### src/rtl/pe_mac_sequencer.sv
// -----------------------------------------------------------------------------
// pe_mac_sequencer
//
// Drives one MAC processing element (PE) with 8 accumulators and a rounding
// stage. Operand pairs (Q7.9, tagged with an accumulator index and a last-term
// flag) arrive on a valid/ready stream and go straight to the PE operand pins.
// A last term triggers a one-cycle round request, followed by a fixed issue
// stall. The rounded results come back on a PE strobe. They are tagged
// in order from a tag FIFO and queued in a first-word-fall-through result FIFO.
//
// Ports
//   clk, rst            clock, synchronous active-high reset
//   in_valid/in_ready   operand stream handshake
//   in_a, in_b          Q operands (W bits)
//   in_idx, in_last     target accumulator, final term of its dot product
//   pe_data_in_1/2      PE operands (zero when no pair is issued)
//   pe_add_number       PE accumulator select (idx zero-extended to 4 bits)
//   pe_rounder_en       PE round request (one cycle per last term)
//   pe_keep             PE hold, tied low
//   pe_data_out         PE rounded result
//   pe_rounder_valid    PE result strobe
//   out_valid/out_ready result stream handshake
//   out_data, out_idx   rounded result and the accumulator that produced it
//   err_spurious        sticky flag: PE strobe with no round outstanding
//
// Optional feature, macro PE_MAC_SEQUENCER_STATS_EN:
//   stat_terms  [31:0]  accepted operand pairs (wrapping)
//   stat_stall  [31:0]  cycles with in_valid && !in_ready (wrapping)
//   stat_rounds [15:0]  round requests issued (wrapping)
// -----------------------------------------------------------------------------
`timescale 1ns/1ps

module pe_mac_sequencer #(
    parameter int para_int_bits  = 7,
    parameter int para_frac_bits = 9,
    parameter int NUM_ACC        = 8,
    parameter int ROUND_GAP      = 3,
    parameter int RES_DEPTH      = 4,
    localparam int W             = para_int_bits + para_frac_bits,
    localparam int IW            = $clog2(NUM_ACC)
) (
    input  logic          clk,
    input  logic          rst,
    input  logic          in_valid,
    output logic          in_ready,
    input  logic [W-1:0]  in_a,
    input  logic [W-1:0]  in_b,
    input  logic [IW-1:0] in_idx,
    input  logic          in_last,
    output logic [W-1:0]  pe_data_in_1,
    output logic [W-1:0]  pe_data_in_2,
    output logic [3:0]    pe_add_number,
    output logic          pe_rounder_en,
    output logic          pe_keep,
    input  logic [W-1:0]  pe_data_out,
    input  logic          pe_rounder_valid,
    output logic          out_valid,
    input  logic          out_ready,
    output logic [W-1:0]  out_data,
    output logic [IW-1:0] out_idx,
`ifdef PE_MAC_SEQUENCER_STATS_EN
    output logic [31:0]   stat_terms,
    output logic [31:0]   stat_stall,
    output logic [15:0]   stat_rounds,
`endif
    output logic          err_spurious
);

    localparam int CW = $clog2(RES_DEPTH + 1);
    localparam int PW = (RES_DEPTH > 1) ? $clog2(RES_DEPTH) : 1;
    localparam int GW = (ROUND_GAP > 1) ? $clog2(ROUND_GAP) : 1;

    typedef enum logic [1:0] {
        S_ISSUE,
        S_ROUND,
        S_DRAIN
    } state_e;

    state_e        state_q;
    logic [GW-1:0] gap_q;
    logic [IW-1:0] idx_q;

    // Tag FIFO: one entry per round request still waiting for its PE strobe.
    logic [IW-1:0] tag_mem [RES_DEPTH];
    logic [PW-1:0] tag_wr_q, tag_rd_q;
    logic [CW-1:0] outstanding_q, outstanding_d;

    // Result FIFO, first-word-fall-through.
    logic [W-1:0]  res_data_mem [RES_DEPTH];
    logic [IW-1:0] res_idx_mem  [RES_DEPTH];
    logic [PW-1:0] res_wr_q, res_rd_q;
    logic [CW-1:0] res_count_q, res_count_d;

    logic          err_q;

    logic [CW:0]   in_use;
    logic          credit_ok;
    logic          in_fire;
    logic          tag_push;
    logic          cap_ok;
    logic          cap_spur;
    logic          res_pop;

    function automatic logic [PW-1:0] ptr_inc(input logic [PW-1:0] p);
        return (p == PW'(RES_DEPTH - 1)) ? '0 : p + 1'b1;
    endfunction

    // A round occupies a credit from its request until its result leaves the
    // result FIFO, so a strobe always finds room in the result FIFO.
    assign in_use    = {1'b0, res_count_q} + {1'b0, outstanding_q};
    assign credit_ok = in_use < (CW + 1)'(RES_DEPTH);

    assign in_ready  = !rst && (state_q == S_ISSUE) && credit_ok;
    assign in_fire   = in_valid && in_ready;
    assign tag_push  = (state_q == S_ROUND);
    assign cap_ok    = pe_rounder_valid && (outstanding_q != '0);
    assign cap_spur  = pe_rounder_valid && (outstanding_q == '0);

    assign out_valid = !rst && (res_count_q != '0);
    assign out_data  = res_data_mem[res_rd_q];
    assign out_idx   = res_idx_mem[res_rd_q];
    assign res_pop   = out_valid && out_ready;

    assign pe_keep      = 1'b0;
    assign err_spurious = err_q;

    // A round request and a result capture in the same cycle both apply.
    assign outstanding_d = outstanding_q + CW'(tag_push) - CW'(cap_ok);
    assign res_count_d   = res_count_q + CW'(cap_ok) - CW'(res_pop);

    // PE pins. With no pair issued, zero operands still target idx_q, so the
    // PE accumulates a harmless zero product.
    // NOTE: every output gets a default first so no path leaves it unassigned
    // and no latch is inferred.
    always_comb begin
        pe_data_in_1  = '0;
        pe_data_in_2  = '0;
        pe_add_number = 4'(idx_q);
        pe_rounder_en = 1'b0;
        if (in_fire) begin
            pe_data_in_1  = in_a;
            pe_data_in_2  = in_b;
            pe_add_number = 4'(in_idx);
        end
        if (state_q == S_ROUND) begin
            pe_rounder_en = 1'b1;
        end
        if (rst) begin
            pe_add_number = '0;
            pe_rounder_en = 1'b0;
        end
    end

    // Issue FSM: ISSUE -> (last term) ROUND -> DRAIN x ROUND_GAP -> ISSUE.
    // NOTE: state registers use non-blocking assignments so every always_ff
    // samples the pre-edge values, whatever order the simulator runs them in.
    always_ff @(posedge clk) begin
        if (rst) begin
            state_q <= S_ISSUE;
            gap_q   <= '0;
            idx_q   <= '0;
        end else begin
            case (state_q)
                S_ISSUE: begin
                    if (in_fire) begin
                        idx_q <= in_idx;
                        if (in_last) begin
                            state_q <= S_ROUND;
                        end
                    end
                end
                S_ROUND: begin
                    state_q <= S_DRAIN;
                    gap_q   <= GW'(ROUND_GAP - 1);
                end
                S_DRAIN: begin
                    if (gap_q == '0) begin
                        state_q <= S_ISSUE;
                    end else begin
                        gap_q <= gap_q - 1'b1;
                    end
                end
                default: state_q <= S_ISSUE;
            endcase
        end
    end

    // FIFO pointers, occupancy and the sticky error flag.
    always_ff @(posedge clk) begin
        if (rst) begin
            tag_wr_q      <= '0;
            tag_rd_q      <= '0;
            res_wr_q      <= '0;
            res_rd_q      <= '0;
            outstanding_q <= '0;
            res_count_q   <= '0;
            err_q         <= 1'b0;
        end else begin
            if (tag_push) tag_wr_q <= ptr_inc(tag_wr_q);
            if (cap_ok) begin
                tag_rd_q <= ptr_inc(tag_rd_q);
                res_wr_q <= ptr_inc(res_wr_q);
            end
            if (res_pop)  res_rd_q <= ptr_inc(res_rd_q);
            outstanding_q <= outstanding_d;
            res_count_q   <= res_count_d;
            if (cap_spur) err_q <= 1'b1;
        end
    end

    // FIFO storage.
    // NOTE: storage arrays are not reset; the pointers and counts define which
    // entries are valid, so clearing the data would only add reset fan-out.
    always_ff @(posedge clk) begin
        if (tag_push) begin
            tag_mem[tag_wr_q] <= idx_q;
        end
        if (cap_ok) begin
            res_data_mem[res_wr_q] <= pe_data_out;
            res_idx_mem[res_wr_q]  <= tag_mem[tag_rd_q];
        end
    end

`ifdef PE_MAC_SEQUENCER_STATS_EN
    logic [31:0] stat_terms_q;
    logic [31:0] stat_stall_q;
    logic [15:0] stat_rounds_q;

    always_ff @(posedge clk) begin
        if (rst) begin
            stat_terms_q  <= '0;
            stat_stall_q  <= '0;
            stat_rounds_q <= '0;
        end else begin
            if (in_fire)               stat_terms_q  <= stat_terms_q + 1'b1;
            if (in_valid && !in_ready) stat_stall_q  <= stat_stall_q + 1'b1;
            if (state_q == S_ROUND)    stat_rounds_q <= stat_rounds_q + 1'b1;
        end
    end

    assign stat_terms  = stat_terms_q;
    assign stat_stall  = stat_stall_q;
    assign stat_rounds = stat_rounds_q;
`endif

endmodule
### config.mk
export PLATFORM = sky130hd
export DESIGN_NAME = pe_mac_sequencer
export DESIGN_NICKNAME = d
export VERILOG_FILES = /design/src/rtl/pe_mac_sequencer.sv
export SDC_FILE = /design/constraint.sdc
export NUM_CORES = 1
export LEC_CHECK = 0
export BUFFER_PORTS_ARGS = -buffer_cell sky130_fd_sc_hd__clkbuf_2
export CORE_MARGIN = 2
export CORE_UTILIZATION = 36
export CTS_CLUSTER_DIAMETER = 150
export DETAILED_ROUTE_END_ITERATION = 16
export PLACE_DENSITY = 0.59
export SYNTH_ARGS = -nofsm -noshare
export SYNTH_HDL_FRONTEND = slang
export SYNTH_SLANG_ARGS = --single-unit
### constraint.sdc
create_clock -name clk -period 4.23 [get_ports clk]
set_input_delay 0.423 -clock clk [delete_from_list [all_inputs] [get_ports clk]]
set_output_delay 0.423 -clock clk [all_outputs]
set_load 0.02 [all_outputs]
==> results of run 1 <==
power groups by stage:
stage | Sequential [W] | Clock (W) | Combinational, W
after floorplan | 0.00146 | 0 | 0.000722
after global placement | 0.00149 | 0 | 0.000952
after detailed placement | 0.00150 | 0 | 0.000962
after CTS | 0.00148 | 0.00153 | 0.000966
after global routing | 0.00150 | 0.00158 | 0.00104
final | 0.00147 | 0.00149 | 0.000942
how the worst max path moves through the flow:
stage | from | to | slack [ns] | depth (start not counted)
after floorplan | outstanding_q[1]$_SDFF_PP0_ | outstanding_q[2]$_SDFF_PP0_ | 2.10 | 9
after global placement | rst | pe_add_number[2] | 1.58 | 5
after detailed placement | rst | pe_add_number[2] | 1.52 | 5
after CTS | outstanding_q[1]$_SDFF_PP0_ | pe_add_number[2] | 1.31 | 5
after global routing | outstanding_q[1]$_SDFF_PP0_ | pe_add_number[2] | 1.10 | 5
final | outstanding_q[2]$_SDFF_PP0_ | pe_add_number[2] | 1.36 | 5
registers in the layout (all words and copies together), names as in the netlist, named ones only:
signal and count:
res_wr_q 2, gap_q 2, res_count_q 3, res_rd_q 2, state_q 2, err_spurious 1
tag_mem 12, outstanding_q 3, res_idx_mem 12, tag_rd_q 2, idx_q 3, tag_wr_q 2
res_data_mem 64
layer usage:
layer,track usage (%),vias up,part of all wire [%]
met2,23.7,143,50
met3,4.84,18,7.1
li1,-,1327,-
met5,0,-,0
met4,7.96,0,3.7
met1,14.9,1339,40
critical path, cell delays in order (launching register included):
cell and delay (ns):
dfxtp_1 0.35, ha_1 0.24, nor4_4 0.24, and4_1 0.76, mux2i_1 0.26, clkbuf_2 0.19
final cells by class:
| type | count | area share [%] |
|---|---|---|
| flip-flops and latches | 114 | 51.8 |
| clock buffers | 17 | 6.97 |
| well taps | 176 | 3.61 |
| repair buffers | 115 | 9.47 |
| multi-input cells | 154 | 24.0 |
| clock inverters | 14 | 3.34 |
| inverters | 14 | 0.860 |
Yosys cell counts, types with 2 or more instances:
| master | instances | area, sq um |
|---|---|---|
| or3_1 | 2 | 12.5 |
| and2_1 | 41 | 257 |
| nor3_1 | 2 | 10.0 |
| nor3b_1 | 3 | 22.5 |
| nor2_1 | 12 | 45.0 |
| mux2i_1 | 3 | 30.0 |
| buf_4 | 4 | 30.0 |
| mux4_2 | 22 | 495 |
| edfxtp_1 | 88 | 2640 |
| a21oi_1 | 8 | 40.0 |
| clkbuf_1 | 3 | 11.3 |
| inv_1 | 14 | 52.6 |
| nand2_1 | 9 | 33.8 |
| fa_1 | 2 | 40.0 |
| buf_6 | 4 | 45.0 |
| xnor2_1 | 3 | 26.3 |
| mux2_2 | 6 | 67.6 |
| nand2b_1 | 2 | 12.5 |
| dfxtp_1 | 26 | 521 |
| nor2b_1 | 9 | 56.3 |
| ha_1 | 17 | 213 |
kinds of logic after synthesis:
| logic type | Yosys count | synth area share, % |
|---|---|---|
| flip-flops | 114 | 66.2 |
| AO/OA/AOI/OAI | 13 | 1.65 |
| other | 1 | 0.0785 |
| buffers and inverters | 28 | 3.20 |
| multiplexers | 31 | 12.4 |
| AND/OR/NAND/NOR | 85 | 10.4 |
| XOR/XNOR | 4 | 0.734 |
| adder cells (fa/ha/maj) | 19 | 5.29 |
stage by stage:
stage / hold slack [ns] / setup WS, ns / power, W / instances / util (%)
after floorplan: 0.452 / 2.10 / 0.00218 / 296 / -
after global placement: 0.461 / 1.58 / 0.00244 / 573 / 41.9
after detailed placement: 0.474 / 1.52 / 0.00246 / 573 / 41.9
after CTS: 0.206 / 1.31 / 0.00397 / 604 / 46.7
after global routing: 0.223 / 1.10 / 0.00412 / 604 / 46.7
final: 0.227 / 1.36 / 0.00391 / 604 / 46.7
==> results.py, run 1 <==
metrics = {
    "clock_tree": {
        "clk_transition_reported_paths_ns": 0.06,
        "numCtsBuffers": 17,
        "cts_buffer_depth": 2,
        "source_to_sink_clock_delay_at_the_later_pin_of_the_worst_skew_pair_ns": 0.40,
        "cts-htree-levels": 4,
        "clockRootBuffer": "clkbuf_16",
        "cts_tree": "done",
        "cts-hold-fix-buffers": 0,
        "cts_repair_resize_count": 0,
        "cts_post_setup_buffers_inserted": 0,
        "clock-sinks": 114,
    },
    "final_layout": {
        "fillerInstances": 1137,
        "area_growth_pct": 27.9,
        "insertedDiodeCount": 0,
        "multi_input_combinational_cell_area_sq_um": 1460,
        "drive_gt1_share_pct": 41.1,
        "final_cell_mix": "clkbuf_2, edfxtp_1, and2_1, dfxtp_1, mux4_2",
        "ff_latch_area_sq_um": 3160,
        "stdcell_area_sq_um": 6110,
        "nNetsFinal": 492,
        "final_common_cell": "clkbuf_2",
    },
    "min_path": {
        "worstHoldPathCells": 2,
        "hold_path.startpoint": "in_last",
        "hold_path_end": "state_q[0]$_SDFFE_PP0P_",
        "hold_class": "input port to flop",
    },
    "floorplanning": {
        "die_y_um": 119,
        "floorplan.core_area_sq_um": 13100,
        "die_x_um": 119,
        "start_util_pct": 36.5,
        "fp-row-count": 42,
        "die_area_sq_um": 14200,
        "floorplan.io_pins": 117,
    },
    "sta": {
        "finClkSkew_ns": 0.00798,
        "maxSlewHeadroom_pct": 31.2,
        "final_period_minus_worst_setup_slack_ns": 2.87,
        "tightestPinTransition_ns": 1.03,
        "max_freq_mhz": 349,
        "setup_repair_after_global_routing_missed_its_margin": "no",
        "finalSetupTns_ns": 0,
        "slew_viol_final": 0,
        "finalHoldViolations": 0,
        "post-route-period-util_pct": 67.8,
        "setup-violations-final": 0,
    },
    "drt": {
        "drt-initial-drc-count": 144,
        "post_drt_via_cell_ratio": 4.68,
        "number_of_nets_still_failing_antenna_checks_after_routing": 0,
        "dr.pass1.iters": 4,
        "vias": 2827,
        "drcViolationCount": 0,
        "route.detailed.wl_per_inst_um": 14.9,
        "postRouteWirelength_mm": 8.99,
    },
    "pwr": {
        "power_per_cell_area_nw_per_um2": 640,
        "psw_w": 0.00113,
        "sequentialPowerShare_pct": 37.7,
        "clockPowerShare_pct": 38.2,
        "internal-power_w": 0.00278,
        "leakagePower_nw": 2.38,
        "worst_ir_drop_on_vdd_mv": 0.301,
        "combinationalPowerShare_pct": 24.1,
        "switching_share_of_power_pct": 28.9,
    },
    "critical_path": {
        "critical_path.max_fanout": 35,
        "worstSetupEndpointType": "primary output",
        "reg2reg_depth": 9,
        "crit_arrival_ns": 2.44,
        "r2r-start": "outstanding_q[1]$_SDFF_PP0_",
        "critPathKind": "flop to primary output",
        "data_required_time_at_the_worst_endpoint_ns": 3.81,
        "r2r_slack_ns": 1.73,
        "critical_path.startpoint_type": "flop",
        "reg2reg_to": "outstanding_q[2]$_SDFF_PP0_",
    },
    "synth": {
        "ys_dominant_reg_cell": "edfxtp_1",
        "synth.distinct_cells": 36,
        "ys.warnings.count": 0,
        "synthesis.area_sq_um": 4780,
        "netlist_instances": 295,
        "share_of_synthesized_area_occupied_by_flip_flops_and_latches_pct": 66.2,
        "number_of_enable_type_register_cells_in_the_synthesized_netlist": 88,
        "syn_avg_cell_area_sq_um": 16.2,
        "synth_seq_cells": 114,
        "postSynth.asyncResetShare_pct": 0,
    },
    "global_route": {
        "grt_max_degree": 36,
        "first_global_vias": 3075,
        "grt.overflow.total": 0,
        "track_usage_pct": 13.9,
        "number_of_antenna_violations_at_the_first_check_in_global_routing": 0,
        "grt_pass1_wl_mm": 14.8,
    },
    "placement": {
        "final_gp_congestion": 0.824,
        "placed_area_sq_um": 5480,
        "portBuffers": 114,
        "dp_hpwl_mm": 6.23,
    },
    "status": {
        "outcome": "complete, no violations",
    },
    "job": {
        "drv.max_cap_violation_count": 0,
    },
}
Note: power is estimated with default switching activity, not from simulation.
==> run 2: changes to the inputs <==
==> constraint.sdc (replaced) <==
create_clock -name clk -period 2.86 [get_ports clk]
set_input_delay 0.286 -clock clk [delete_from_list [all_inputs] [get_ports clk]]
set_output_delay 0.286 -clock clk [all_outputs]
set_load 0.02 [all_outputs]
==> run 2 against run 1 <==
Worst setup slack got worse by 0.90 ns. Final cell count increased by 1.7%. Clock skew decreased by 0.00093 ns. Largest power group is now sequential cells. Highest routed layer unchanged.
==> results.py, run 2 (synthesized netlist as in run 1, its figures left out) <==
metrics = {
    "min_path": {
        "hold_path_end": "state_q[0]$_SDFFE_PP0P_",
        "hold_path.startpoint": "in_last",
        "hold_class": "input port to flop",
        "worstHoldPathCells": 2,
    },
    "final_layout": {
        "insertedDiodeCount": 0,
        "nNetsFinal": 501,
        "regMostFlops": "res_data_mem",
        "multi_input_combinational_cell_area_sq_um": 1460,
        "final_common_cell": "clkbuf_2",
        "area_growth_pct": 28.3,
        "fillerInstances": 1139,
        "final_cell_mix": "clkbuf_2, edfxtp_1, and2_1, dfxtp_1, mux4_2",
        "largest_reg_flops": 64,
        "ff_latch_area_sq_um": 3160,
        "largest_registers": "res_data_mem x64, res_idx_mem x12, tag_mem x12",
        "drive_gt1_share_pct": 42.2,
    },
    "sta": {
        "finalHoldViolations": 0,
        "finalSetupTns_ns": 0,
        "setup_repair_after_global_routing_missed_its_margin": "no",
        "final_period_minus_worst_setup_slack_ns": 2.40,
        "max_freq_mhz": 417,
        "fin_hold_ws_ns": 0.0909,
        "post-route-period-util_pct": 83.9,
        "slew_viol_final": 0,
        "setup-violations-final": 0,
        "layout_setup_ws_ns": 0.459,
        "finClkSkew_ns": 0.00705,
    },
    "placement": {
        "portBuffers": 114,
        "dp_slack_ns": 0.745,
        "dp_hpwl_mm": 6.37,
        "final_gp_congestion": 0.800,
    },
    "global_route": {
        "first_global_vias": 3028,
        "track_usage_pct": 13.9,
        "grt.overflow.total": 0,
        "grt_pass1_wl_mm": 14.8,
        "number_of_antenna_violations_at_the_first_check_in_global_routing": 0,
        "grt_max_degree": 36,
    },
    "critical_path": {
        "critPathMaxStageDelay_ns": 0.35,
        "worstSetupEndpointType": "primary output",
        "critical_path.top_delay_family": "simple AND/OR/NAND/NOR gates",
        "critPathKind": "flop to primary output",
        "r2r-start": "outstanding_q[1]$_SDFF_PP0_",
        "data_required_time_at_the_worst_endpoint_ns": 2.57,
        "critical_path.slowest_cell": "dfxtp_1",
        "crit_arrival_ns": 2.11,
        "critical_path.startpoint_type": "flop",
        "cells_along_the_critical_path": "ha_1 > nor4_4 > and4_1 > buf_4 > mux2i_1 > clkbuf_2",
        "reg2reg_to": "outstanding_q[2]$_SDFF_PP0_",
        "critical_path.max_fanout": 35,
        "cp.buffers_inverters": 2,
        "reg2reg_depth": 10,
        "r2r_slack_ns": 0.71,
    },
    "pwr": {
        "psw_w": 0.00169,
        "leakagePower_nw": 2.41,
        "sequentialPowerShare_pct": 38.1,
        "internal-power_w": 0.00396,
        "switching_share_of_power_pct": 29.9,
        "worst_ir_drop_on_vdd_mv": 0.537,
        "combinationalPowerShare_pct": 25.8,
        "power_per_cell_area_nw_per_um2": 922,
        "clockPowerShare_pct": 36.1,
    },
    "drt": {
        "postRouteWirelength_mm": 9.16,
        "vias": 2830,
        "post_drt_via_cell_ratio": 4.61,
        "dr.pass1.iters": 4,
        "drt-initial-drc-count": 179,
        "number_of_nets_still_failing_antenna_checks_after_routing": 0,
        "drcViolationCount": 0,
        "route.detailed.wl_per_inst_um": 14.9,
    },
    "floorplanning": {
        "die_area_sq_um": 14200,
        "floorplan.core_area_sq_um": 13100,
        "die_x_um": 119,
        "fp-row-count": 42,
        "start_util_pct": 36.5,
        "die_y_um": 119,
        "floorplan.io_pins": 117,
    },
    "clock_tree": {
        "numCtsBuffers": 17,
        "clockRootBuffer": "clkbuf_16",
        "clock-sinks": 114,
        "clk_transition_reported_paths_ns": 0.05,
        "source_to_sink_clock_delay_at_the_later_pin_of_the_worst_skew_pair_ns": 0.40,
        "cts-htree-levels": 4,
        "cts_post_setup_buffers_inserted": 0,
        "cts_repair_resize_count": 0,
        "cts_buffer_depth": 2,
        "cts_tree": "done",
        "cts-hold-fix-buffers": 0,
    },
    "status": {
        "outcome": "complete, no violations",
    },
    "job": {
        "drv.max_cap_violation_count": 0,
    },
}
[run 2: changes by cell type in the layout (fill, tap and decap cells not counted), sizes merged]
| cell | change |
|---|---|
| inv | -1 |
| clkinv | +3 |
| buf | +9 |
| clkbuf | +1 |
| bufinv | -2 |
[run 2: through the flow]
step           total power [W]  utilization [%]  area (sq um)  std cells
6_report               0.00565             46.8          6130        614
2_1_floorplan          0.00323                -          4780        296
5_1_grt                0.00595             46.8          6130        614
4_1_cts                0.00573             46.8          6130        614
3_5_place_dp           0.00367             42.4          5550        582
3_3_place_gp           0.00365             42.4          5550        582
[run 2: worst reg2reg max path: stages (launching register included)]
cell and delay (ns):
dfxtp_1 0.37, o31ai_2 0.23, buf_4 0.18, inv_1 0.10
ha_1 0.30, inv_1 0.06, ha_1 0.14, inv_1 0.05
fa_1 0.38, xnor2_1 0.18, nor2_1 0.05
[run 2: power by group through the flow]
stage | clock network (W) | logic (W) | registers, W
5_1_grt | 0.00216 | 0.00161 | 0.00218
6_report | 0.00204 | 0.00146 | 0.00215
2_1_floorplan | 0 | 0.00107 | 0.00216
3_5_place_dp | 0 | 0.00148 | 0.00219
4_1_cts | 0.00208 | 0.00150 | 0.00216
3_3_place_gp | 0 | 0.00147 | 0.00218
[run 2: final cells by class]
cell class | count | area share, %
Clock buffer | 18 | 7.00
Clock inverter | 14 | 2.51
Inverter | 14 | 0.857
Multi-Input combinational cell | 154 | 23.9
Sequential cell | 114 | 51.6
Tap cell | 176 | 3.59
Timing Repair Buffer | 124 | 10.5
[run 2: routing by layer]
layer	track usage [%]	wire [um]	share of wire [%]	vias up
li1	-	-	-	1341
met1	14.7	3640	40	1343
met2	24.6	4660	51	131
met3	4.89	636	6.9	15
met4	6.77	227	2.5	0
met5	0	0	0	-
[run 2: how the worst max path moves through the flow]
stage                                 from                          end  slack [ns]  depth (start not counted)
6_report       outstanding_q[2]$_SDFF_PP0_             pe_add_number[2]        0.46                          6
5_1_grt        outstanding_q[1]$_SDFF_PP0_             pe_add_number[2]        0.34                          6
4_1_cts        outstanding_q[2]$_SDFF_PP0_             pe_add_number[2]        0.44                          6
3_5_place_dp   outstanding_q[1]$_SDFF_PP0_  outstanding_q[2]$_SDFF_PP0_        0.75                         10
3_3_place_gp   outstanding_q[1]$_SDFF_PP0_  outstanding_q[2]$_SDFF_PP0_        0.78                         10
2_1_floorplan  outstanding_q[1]$_SDFF_PP0_  outstanding_q[2]$_SDFF_PP0_        0.73                          9
==> run 3: changes to the inputs <==
==> constraint.sdc (replaced) <==
create_clock -name clk -period 2.5 [get_ports clk]
set_input_delay 0.25 -clock clk [delete_from_list [all_inputs] [get_ports clk]]
set_output_delay 0.25 -clock clk [all_outputs]
set_load 0.02 [all_outputs]
==> run 3 against run 2 <==
Sequential power rose by 15%. Global-route usage down 0.21 points. Sequential cell count did not move. Utilization is essentially flat. Design area barely moved. Clock-buffer cell count stayed put. Clock skew barely moved. Largest cell class unchanged. Largest power group unchanged.
==> results.py, run 3 (synthesized netlist as in run 1, its figures left out) <==
metrics = {
    "status": {
        "outcome": "complete, no violations",
    },
    "floorplanning": {
        "start_util_pct": 36.5,
        "fp-row-count": 42,
        "die_area_sq_um": 14200,
        "die_y_um": 119,
        "floorplan.core_area_sq_um": 13100,
        "floorplan.io_pins": 117,
        "die_x_um": 119,
    },
    "critical_path": {
        "cells_along_the_critical_path": "ha_1 > nor4_4 > and4_1 > buf_6 > mux2i_1 > clkbuf_2",
        "crit_arrival_ns": 2.07,
        "data_required_time_at_the_worst_endpoint_ns": 2.25,
        "critical_path.startpoint_type": "flop",
        "r2r-start": "outstanding_q[1]$_SDFF_PP0_",
        "reg2reg_to": "outstanding_q[2]$_SDFF_PP0_",
        "critical_path.slowest_cell": "dfxtp_1",
        "reg2reg_depth": 9,
        "critPathKind": "flop to primary output",
        "worstSetupEndpointType": "primary output",
        "critPathMaxStageDelay_ns": 0.34,
        "crit_start": "outstanding_q[2]$_SDFF_PP0_",
        "r2r_slack_ns": 0.46,
        "critical_path.max_fanout": 35,
    },
    "final_layout": {
        "insertedDiodeCount": 0,
        "drive_gt1_share_pct": 42.4,
        "final_core_utilization_pct": 46.9,
        "largest_registers": "res_data_mem x64, res_idx_mem x12, tag_mem x12",
        "regMostFlops": "res_data_mem",
        "largest_reg_flops": 64,
        "area_growth_pct": 28.4,
        "nNetsFinal": 503,
        "final_cell_mix": "clkbuf_2, edfxtp_1, and2_1, dfxtp_1, mux4_2",
        "final_common_cell": "clkbuf_2",
        "fillerInstances": 1111,
        "stdcell_area_sq_um": 6130,
    },
    "job": {
        "drv.max_cap_violation_count": 0,
    },
    "placement": {
        "dp_slack_ns": 0.441,
        "placed_area_sq_um": 5560,
        "portBuffers": 114,
        "dp_hpwl_mm": 6.23,
        "final_gp_congestion": 0.763,
    },
    "global_route": {
        "first_global_vias": 2950,
        "number_of_antenna_violations_at_the_first_check_in_global_routing": 0,
        "grt_pass1_wl_mm": 14.6,
        "grt.overflow.total": 0,
        "track_usage_pct": 13.7,
        "grt_max_degree": 36,
    },
    "drt": {
        "drcViolationCount": 0,
        "vias": 2824,
        "number_of_nets_still_failing_antenna_checks_after_routing": 0,
        "postRouteWirelength_mm": 9.04,
        "drt-initial-drc-count": 127,
        "route.detailed.wl_per_inst_um": 14.7,
        "post_drt_via_cell_ratio": 4.59,
        "dr.pass1.iters": 4,
    },
    "pwr": {
        "internal-power_w": 0.00452,
        "clockPowerShare_pct": 35.6,
        "worst_ir_drop_on_vdd_mv": 0.423,
        "leakagePower_nw": 2.41,
        "psw_w": 0.00189,
        "combinationalPowerShare_pct": 25.9,
        "sequentialPowerShare_pct": 38.5,
        "power_per_cell_area_nw_per_um2": 1040,
        "switching_share_of_power_pct": 29.5,
    },
    "clock_tree": {
        "clockRootBuffer": "clkbuf_16",
        "numCtsBuffers": 17,
        "cts_post_setup_buffers_inserted": 0,
        "clk_transition_reported_paths_ns": 0.05,
        "clock-sinks": 114,
        "source_to_sink_clock_delay_at_the_later_pin_of_the_worst_skew_pair_ns": 0.40,
        "cts-htree-levels": 4,
        "cts_tree": "done",
        "cts_buffer_depth": 2,
    },
    "sta": {
        "finalSetupTns_ns": 0,
        "post-route-period-util_pct": 92.9,
        "layout_setup_ws_ns": 0.177,
        "setup-violations-final": 0,
        "finalHoldViolations": 0,
        "slew_viol_final": 0,
        "finClkSkew_ns": 0.00699,
        "max_freq_mhz": 431,
        "final_period_minus_worst_setup_slack_ns": 2.32,
        "setup_repair_after_global_routing_missed_its_margin": "no",
    },
    "min_path": {
        "hold_path.startpoint": "in_last",
        "hold_path_end": "state_q[0]$_SDFFE_PP0P_",
        "hold_class": "input port to flop",
        "worstHoldPathCells": 2,
    },
}
run 3: cell count changes in the layout (fill, tap and decap cells not counted):
cell	delta
clkinv_2	+1
clkinv_4	-2
inv_6	-2
clkinvlp_4	+2
buf_4	+1
buf_6	+1
run 3: repair_timing:
action,CTS,global route
setup endpoints to repair,0,1
hold buffers,0,0
resized for setup,0,1
run 3: worst max path at each step:
stage                                  end  depth (start not counted)
2_1_floorplan  outstanding_q[2]$_SDFF_PP0_                          9
3_3_place_gp   outstanding_q[2]$_SDFF_PP0_                          9
3_5_place_dp   outstanding_q[2]$_SDFF_PP0_                          9
4_1_cts                   pe_add_number[2]                          6
5_1_grt                   pe_add_number[2]                          6
6_report                  pe_add_number[2]                          6
run 3: worst max-delay path, delay by kind of cell, from the launching register on:
kind | cells | cell delay [ns]
muxes | 1 | 0.21
DFF | 1 | 0.34
buffers and inverters | 2 | 0.40
and+or+nand+nor | 2 | 0.48
adders and majority gates | 1 | 0.24
run 3: power by group through the flow:
stage / sequential (W) / combinational (W) / clock, W
3_5_place_dp: 0.00251 / 0.00169 / 0
4_1_cts: 0.00247 / 0.00169 / 0.00232
5_1_grt: 0.00250 / 0.00184 / 0.00242
2_1_floorplan: 0.00247 / 0.00122 / 0
3_3_place_gp: 0.00249 / 0.00168 / 0
6_report: 0.00247 / 0.00166 / 0.00228
run 3: area by class of cell:
type / instances / area (sq um) / share of cell area, %
tap: 176 / 220 / 3.59
sequential: 114 / 3160 / 51.6
inverter: 14 / 52.6 / 0.857
timing repair buffer: 126 / 664 / 10.8
clock buffer: 18 / 429 / 7.00
clock inverter: 13 / 139 / 2.26
multi-input combinational: 154 / 1460 / 23.9
run 3: per-stage QoR:
step	total power, W	hold slack [ns]	instances
2_1_floorplan	0.00369	0.349	296
3_3_place_gp	0.00417	0.461	584
3_5_place_dp	0.00420	0.464	584
4_1_cts	0.00648	0.0443	615
5_1_grt	0.00675	0.0442	615
6_report	0.00641	0.0573	615
run 3: per-layer routing:
metal / routed length, um / up-vias / global-route usage, %
li1: - / 1343 / -
met1: 3710 / 1336 / 15.7
met2: 4430 / 130 / 22.7
met3: 670 / 15 / 5.22
met4: 230 / 0 / 6.32
met5: 0 / - / 0
